$ cat config.mk
export PLATFORM = sky130hd
export DESIGN_NAME = mix_columns_iter
export DESIGN_NICKNAME = d
export VERILOG_FILES = /design/src/rtl/mix_columns_iter.sv
export SDC_FILE = /design/constraint.sdc
export NUM_CORES = 1
export LEC_CHECK = 0
export CORE_UTILIZATION = 40
export CTS_BUF_LIST = sky130_fd_sc_hd__clkbuf_8
export CTS_CLUSTER_SIZE = 24
export DETAILED_ROUTE_END_ITERATION = 6
export GPL_TIMING_DRIVEN = 0
export PLACE_DENSITY = 0.6
export SLEW_MARGIN = 20
export SYNTH_ARGS = -nofsm -noshare
export SYNTH_HDL_FRONTEND = slang
export SYNTH_SLANG_ARGS = --single-unit
$ cat constraint.sdc
create_clock -name clk -period 3.3 [get_ports clk]
set_input_delay 0.66 -clock clk [delete_from_list [all_inputs] [get_ports clk]]
set_output_delay 0.66 -clock clk [all_outputs]
set_load 0.02 [all_outputs]
$ cat src/rtl/mix_columns_iter.sv
// Iterative AES (Inv)MixColumns engine: latches one 128-bit state and transforms
// COLS_PER_CYCLE columns per clock, then holds the result until the sink takes it.
//
// state | meaning
// IDLE  | waiting for a block, in_ready high
// BUSY  | rewriting the work register column by column
// DONE  | result held on out_data, out_valid high
module mix_columns_iter #(
  parameter int COLS_PER_CYCLE = 1
) (
  input  logic         clk,
  input  logic         rst_n,
  input  logic         in_valid,
  output logic         in_ready,
  input  logic [127:0] in_data,
  input  logic [1:0]   mode,
  output logic         out_valid,
  input  logic         out_ready,
  output logic [127:0] out_data,
  output logic         busy
);

  if (!(COLS_PER_CYCLE == 1 || COLS_PER_CYCLE == 2 || COLS_PER_CYCLE == 4)) begin : g_bad_cpc
    $error("mix_columns_iter: COLS_PER_CYCLE must be 1, 2 or 4");
  end

  localparam logic [1:0] S_IDLE = 2'd0;
  localparam logic [1:0] S_BUSY = 2'd1;
  localparam logic [1:0] S_DONE = 2'd2;

  logic [1:0]   state_q, state_d;
  logic [2:0]   col_q, col_d;
  logic [1:0]   mode_q, mode_d;
  logic [127:0] work_q, work_d;
  logic [3:0]   col_end;

  function automatic logic [7:0] xt(input logic [7:0] b);
    return {b[6:0], 1'b0} ^ (b[7] ? 8'h1b : 8'h00);
  endfunction

  function automatic logic [31:0] xform(input logic [31:0] c, input logic [1:0] m);
    logic [7:0]  a  [4];
    logic [7:0]  x2 [4];
    logic [7:0]  x4 [4];
    logic [7:0]  x8 [4];
    logic [7:0]  r  [4];
    logic [31:0] res;
    for (int i = 0; i < 4; i++) begin
      a[i]  = c[31-8*i -: 8];
      x2[i] = xt(a[i]);
      x4[i] = xt(x2[i]);
      x8[i] = xt(x4[i]);
    end
    // inverse coefficients: 0e = 8^4^2, 0b = 8^2^1, 0d = 8^4^1, 09 = 8^1
    for (int i = 0; i < 4; i++) begin
      if (m == 2'b00)
        r[i] = x2[i] ^ x2[(i+1)%4] ^ a[(i+1)%4] ^ a[(i+2)%4] ^ a[(i+3)%4];
      else if (m == 2'b01)
        r[i] = (x8[i] ^ x4[i] ^ x2[i])
             ^ (x8[(i+1)%4] ^ x2[(i+1)%4] ^ a[(i+1)%4])
             ^ (x8[(i+2)%4] ^ x4[(i+2)%4] ^ a[(i+2)%4])
             ^ (x8[(i+3)%4] ^ a[(i+3)%4]);
      else
        r[i] = a[i];
    end
    res = {r[0], r[1], r[2], r[3]};
    return res;
  endfunction

  assign col_end = {1'b0, col_q} + 4'(COLS_PER_CYCLE);

  always_comb begin
    state_d = state_q;
    col_d   = col_q;
    mode_d  = mode_q;
    work_d  = work_q;
    case (state_q)
      S_IDLE: begin
        if (in_valid) begin
          work_d  = in_data;
          mode_d  = mode;
          col_d   = 3'd0;
          state_d = S_BUSY;
        end
      end
      S_BUSY: begin
        for (int j = 0; j < 4; j++) begin
          if (4'(j) >= {1'b0, col_q} && 4'(j) < col_end)
            work_d[127-32*j -: 32] = xform(work_q[127-32*j -: 32], mode_q);
        end
        col_d = col_end[2:0];
        if (col_end >= 4'd4) state_d = S_DONE;
      end
      S_DONE: begin
        if (out_ready) state_d = S_IDLE;
      end
      default: state_d = S_IDLE;
    endcase
  end

  always_ff @(posedge clk) begin
    if (!rst_n) begin
      state_q <= S_IDLE;
      col_q   <= 3'd0;
      mode_q  <= 2'b00;
      work_q  <= 128'd0;
    end else begin
      state_q <= state_d;
      col_q   <= col_d;
      mode_q  <= mode_d;
      work_q  <= work_d;
    end
  end

  assign in_ready  = (state_q == S_IDLE) && rst_n;
  assign out_valid = (state_q == S_DONE);
  assign busy      = (state_q != S_IDLE);
  assign out_data  = work_q;

endmodule
# After elaboration in Yosys (flattened, before gate mapping)

Cells that the tools add are included.

Flip-flop bits (word level): 135
Bits in read-only memories: 0
Logic and storage cells: 392
Bits in writable memories: 0
Input bits: 134
Bits in latches: 0
Output and inout bits: 131
Memories kept: 0

Add/subtract/negate cells: 1
Shift operators: 0
Equality and inequality tests: 11
Bitwise gates (word level): 256
Magnitude comparators: 9
Divide/modulo/power cells: 0
Multipliers: 0
Multiplexer cells: 92
Reduce and logical (&&, ||, !) cells: 16

Operators with widths:

| operator                                                              | number |
|---|---|
| 8-bit bitwise XOR                                                     | 208 |
| 8-bit by 5-bit bitwise XOR with 8-bit output                          | 48 |
| 8-bit two-way mux                                                     | 32 |
| 128-bit case mux with 2 select lines                                  | 1 |
| 5-bit two-way mux                                                     | 48 |
| 128-bit two-way mux                                                   | 1 |
| 32-bit two-way mux                                                    | 4 |
| 4-bit AND reduction                                                   | 4 |
| 2-bit != test, second input constant                                  | 6 |
| 1-bit by 4-bit < comparator with 1-bit output, first input constant   | 2 |
| 2-bit by 4-bit < comparator with 1-bit output, first input constant   | 2 |
| 1-bit by 3-bit >= comparator with 1-bit output, first input constant  | 2 |
| 2-bit by 3-bit >= comparator with 1-bit output, first input constant  | 2 |
| 2-bit two-way mux                                                     | 3 |
| 2-bit case mux with 3 select lines                                    | 1 |
| 3-bit case mux with 2 select lines                                    | 1 |
| 1-bit logical AND                                                     | 5 |
| 3-bit by 1-bit adder with 4-bit output, second input constant         | 1 |
| 2-bit by 1-bit == test with 1-bit output, second input constant       | 2 |
| 4-bit by 3-bit >= comparator with 1-bit output, second input constant | 1 |
| 2-bit zero test                                                       | 2 |
| 2-bit AND reduction                                                   | 2 |
| 2-bit nonzero test                                                    | 2 |
| 3-bit two-way mux                                                     | 1 |
| other kinds (4)                                                       | 4 |

# Longest topological paths before layout

Depth in word-level cells: 15
Gate-level depth with buffers: 10
Depth with buffers taken out: 9

# Worst setup path before layout

Ideal clock, no wire load.

Path type: register to register
Start point: register work_q[125] (netlist: out_data[125])
End point: register work_q[124] (netlist: out_data[124])
Data arrival time: 2.486 ns
Path buffers: 1
Period minus slack after synthesis: 2.616 ns
Required time: 3.170 ns
Setup time: 0.130 ns
Stages on the path, launching flop included: 9
Slack: 0.684 ns
Cells stage by stage: dfxtp_1 > buf_2 > xnor3_1 > xnor3_1 > xnor3_1 > xnor2_1 > a21oi_2 > xnor2_1 > o22ai_1

Word-level cells in the longest chain between the ends: 13

Ends and longest elaborated chain:

| what                                                      | RTL line | text |
|---|---|---|
| start: declaration                                        | 34       | `logic [127:0] work_q, work_d;` |
| start signal: assignment                                  | 111      | `work_q <= work_d;` |
| 8-bit by 5-bit bitwise XOR with 8-bit output (2 in a row) | 38       | `return {b[6:0], 1'b0} ^ (b[7] ? 8'h1b : 8'h00);` |
| 5-bit two-way mux                                         | 38       |  |
| 8-bit by 5-bit bitwise XOR with 8-bit output              | 38       |  |
| 8-bit bitwise XOR (2 in a row)                            | 59       | `r[i] = (x8[i] ^ x4[i] ^ x2[i])` |
| 8-bit bitwise XOR                                         | 60       | `^ (x8[(i+1)%4] ^ x2[(i+1)%4] ^ a[(i+1)%4])` |
| 8-bit bitwise XOR                                         | 61       | `^ (x8[(i+2)%4] ^ x4[(i+2)%4] ^ a[(i+2)%4])` |
| 8-bit bitwise XOR                                         | 62       | `^ (x8[(i+3)%4] ^ a[(i+3)%4]);` |
| 8-bit two-way mux                                         | 58       | `else if (m == 2'b01)` |
| 8-bit two-way mux                                         | 56       | `if (m == 2'b00)` |
| 32-bit two-way mux                                        | 88       | `if (4'(j) >= {1'b0, col_q} && 4'(j) < col_end)` |
| 128-bit case mux with 2 select lines                      | 77       | `case (state_q)` |

No other way between the ends. The select of a mux whose other input is x is not followed.
A chain may end at the register's enable or synchronous reset.

# Final worst setup path

Start point: register mode_q[1]
End point: register work_q[98] (netlist: out_data[98])

Word-level cells in the longest chain between the ends: 4
Elaborated cells on any way between the ends: 7
Those cells by class: eq/ne (2); mux (3); reduce/logical (2)

Ends and longest elaborated chain:

| what                                 | RTL line | text |
|---|---|---|
| start: declaration                   | 33       | `logic [1:0] mode_q, mode_d;` |
| start signal: assignment             | 110      | `mode_q <= mode_d;` |
| 2-bit zero test                      | 56       |  |
| 8-bit two-way mux                    | 56       |  |
| 32-bit two-way mux                   | 88       |  |
| 128-bit case mux with 2 select lines | 77       |  |

Several ways; a longest one is shown, not always the timed one. The select of a mux whose other input is x is not followed.

==> results.json <==
{
  "run_status": "complete, no violations",
  "cp_slowest_cell": "sky130_fd_sc_hd__clkbuf_1",
  "peakVddDrop_v": 0.000433,
  "final_common_cell": "sky130_fd_sc_hd__xnor2_1",
  "startpoint_type": "flop",
  "p_switching_mw": 8.59,
  "final_cell_mix": "515 x sky130_fd_sc_hd__xnor2_1, 264 x sky130_fd_sc_hd__clkdlybuf4s50_1, 165 x sky130_fd_sc_hd__xor2_1",
  "final.setup_skew_ns": 0.0184,
  "worst_setup_path_startpoint": "mode_q[1]",
  "postLayoutCoreUtil_pct": 50.7,
  "first_pass_iters": 5,
  "grt_usage_pct": 31.2,
  "areaGrowthSynthToFinish_pct": 23.7,
  "drv_cap": 0,
  "slew-limit-headroom_pct": 26.4,
  "reg2regPathDepth": 8,
  "post_cts.repair.setup_buffers": 0,
  "dieArea_um2": 40800,
  "drt_drc_violations_left": 0,
  "worst_skew_pair.late_latency_ns": 0.52,
  "sequentialPowerShare_pct": 11.2,
  "nets": 2235,
  "place.port_buffers": 264,
  "synth_fp_nets": 1953,
  "switching_share_pct": 44.4,
  "global_route_wire_length_before_repair_mm": 93.9,
  "maxSlewViolCount": 0,
  "worstMarginPinSlew_ns": 1.10,
  "worstPathCellList": "or2_1, buf_4, clkbuf_1, clkbuf_1, a21oi_1, xnor2_1, mux2i_1, o21ai_1",
  "cpLargestDelayFamily": "buffers and inverters",
  "worst-r2r-setup-slack_ns": 0.01,
  "power_density_nw_per_um2": 977,
  "final_hold_viol_count": 0,
  "critical_path.n_buffers_inverters": 3,
  "ctsLongestPathBuffers": 2,
  "dpl.cell_count": 2598,
  "power.clock.fraction_pct": 9.3,
  "worst_flop_to_flop_path_endpoint": "out_data[98]",
  "cp.required_ns": 3.74,
  "ant_nets": 0,
  "design.core.area_um2": 39000,
  "number_of_antenna_violations_at_the_first_check_in_global_routing": 0,
  "hold_ws_ns": 0.495,
  "clock_sinks": 135,
  "cellLeakagePower_nw": 7.65,
  "first_global_vias": 14300,
  "floorplan.initialDensity_pct": 41.0,
  "fin_area_um2": 19800,
  "floorplan.die.height_um": 202,
  "endpoint": "out_data[98]",
  "finalSetupViolations": 0,
  "post_route_insts_no_fill": 2630,
  "fmax_ghz": 0.304,
  "crit_path_frequent_cell": "sky130_fd_sc_hd__clkbuf_1",
  "internal-power_mw": 10.7,
  "yosys_warnings": 0,
  "asyncSetResetFlopFracSynth_pct": 0,
  "power_frac_comb_pct": 79.5,
  "fill_cells": 3768,
  "synth.area.top_cells": "sky130_fd_sc_hd__xnor2_1 28%, sky130_fd_sc_hd__dfxtp_1 17%, sky130_fd_sc_hd__xnor3_1 13%",
  "critical_path_peak_fanout": 10,
  "pin_count": 265,
  "gr-total-overflow": 0,
  "synth_top_cell_area_share_pct": 28.2,
  "period_minus_slack_ns": 3.29,
  "crit_cells": 8,
  "yosys.area.top_type": "sky130_fd_sc_hd__xnor2_1",
  "cts_htree_levels": 4,
  "cp.arrival_ns": 3.72,
  "netlist_area_um2": 16000,
  "synth_edf_count": 0,
  "critical_path.reg2reg.startpoint": "mode_q[1]",
  "fp.dieW_um": 202,
  "routed_via_density": 5.50,
  "setup.worst_path.end_class": "flop",
  "drt_wl_total_mm": 63.8,
  "cts.reportedPaths.clkPinSlew_ns": 0.09,
  "period_share_pct": 99.6,
  "tritoncts": "yes",
  "synth-seq-area-share_pct": 16.9,
  "holdCritPathClass": "reg -> reg",
  "gp_congestion": 0.952,
  "grt_max_degree": 17,
  "synth_cell_type_count": 64,
  "dpl.hpwl_mm": 48.6,
  "clk_root_buffer_cell": "sky130_fd_sc_hd__clkbuf_8",
  "setup_total_negative_slack_ns": 0,
  "grt_setup_unrepaired": "false",
  "ys_ff_latch": 135,
  "rows": 72,
  "synth_cells": 1816,
  "placedInstanceArea_um2": 19300,
  "synth_ff_type": "sky130_fd_sc_hd__dfxtp_1",
  "timing.setup.critical_path_class": "reg -> reg",
  "drive_above_1_share_pct": 4.88,
  "via_count": 14500,
  "drt-wirelength-per-cell_um": 24.2,
  "detail_route.iter0.violations": 1301,
  "cts_buffers": 17,
  "cpPeakStageDelay_ns": 0.88,
  "postSynthAreaPerCell_um2": 8.80
}
-- kinds of logic after synthesis --
group	after synthesis	share of synthesized area (%)
adder cells (fa/ha/maj)	3	0.235
multiplexers	27	1.72
buffers and inverters	201	5.41
XOR/XNOR	805	54.7
AO/OA/AOI/OAI	292	11.5
AND/OR/NAND/NOR	353	9.49
flip-flops	135	16.9
-- final cells by class --
cell class              count  area, um2  area share (%)
well taps                 518        648            3.28
repair buffers            264       2640            13.4
diodes                      1       2.50          0.0127
plain buffers             194        856            4.33
inverters                   6       22.5           0.114
flip-flops and latches    135       2700            13.7
multi-input cells        1480      12400            62.8
clock buffers              18        248            1.25
clock inverters            14        230            1.16
-- flip-flops by register name, summed over array words and instances (netlist names) --
signal,cells
out_data,128
col_q,3
mode_q,2
state_q,2
-- tightest hold or removal path: cells and delay by family (launching register included) --
kind	cells	cell delay (ns)
simple gates	1	0.06
flops	1	0.33
compound gates	1	0.06
-- cells in the mapped netlist, types with 5 or more instances --
master                     number
sky130_fd_sc_hd__a211o_1       20
sky130_fd_sc_hd__buf_1         11
sky130_fd_sc_hd__and3_1        22
sky130_fd_sc_hd__o31ai_1        7
sky130_fd_sc_hd__xnor2_2        5
sky130_fd_sc_hd__inv_1          6
sky130_fd_sc_hd__o22ai_1       20
sky130_fd_sc_hd__a21oi_1      102
sky130_fd_sc_hd__nand2_1      100
sky130_fd_sc_hd__a31oi_1        9
sky130_fd_sc_hd__buf_4         10
sky130_fd_sc_hd__o221ai_1       9
sky130_fd_sc_hd__dfxtp_1      135
sky130_fd_sc_hd__o211ai_1      23
sky130_fd_sc_hd__clkbuf_1     137
sky130_fd_sc_hd__o21ai_0       11
sky130_fd_sc_hd__xor3_1        18
sky130_fd_sc_hd__a211oi_1      27
sky130_fd_sc_hd__o21ai_1       38
sky130_fd_sc_hd__buf_2         33
sky130_fd_sc_hd__xor2_1       165
sky130_fd_sc_hd__nand3_1       53
sky130_fd_sc_hd__nor2_1       150
sky130_fd_sc_hd__mux2i_1       25
sky130_fd_sc_hd__xnor2_1      515
sky130_fd_sc_hd__xnor3_1       94
-- metrics by stage --
step                power, mW  setup WS [ns]
finish                   19.3         0.0139
global route             20.4         0.0279
CTS                      19.2         0.0200
detailed placement       17.3         -0.458
global placement         17.3         -0.595
floorplan                14.2          0.684
-- routing by layer --
metal	part of all wire, %	vias up	GRT usage [%]
met4	4.2	0	13.7
met5	0	-	0
met1	43	7011	42.4
li1	-	6559	-
met3	8.3	144	4.84
met2	45	754	48.7
-- power groups by stage --
stage                     logic (mW)  clock network, mW  registers (mW)
after floorplan                 11.7                  0            2.45
after global placement          15.1                  0            2.20
after detailed placement        15.2                  0            2.20
after CTS                       15.2               1.82            2.16
after global routing            16.3               1.88            2.20
final                           15.4               1.79            2.17
-- worst min path at each step --
stage	from	end	slack [ns]	depth (start not counted)
4_1_cts	mode_q[0]	mode_q[0]	0.49	2
6_report	mode_q[0]	mode_q[0]	0.49	2
5_1_grt	mode_q[0]	mode_q[0]	0.52	2
3_3_place_gp	mode_q[0]	mode_q[0]	0.46	2
2_1_floorplan	mode_q[0]	mode_q[0]	0.44	2
3_5_place_dp	mode_q[0]	mode_q[0]	0.48	2
-- repair_timing --
item,CTS,global route
hold buffers,0,0
setup endpoints to repair,19,1
gates resized for setup,7,0
Power figures use the tool's default switching activity.
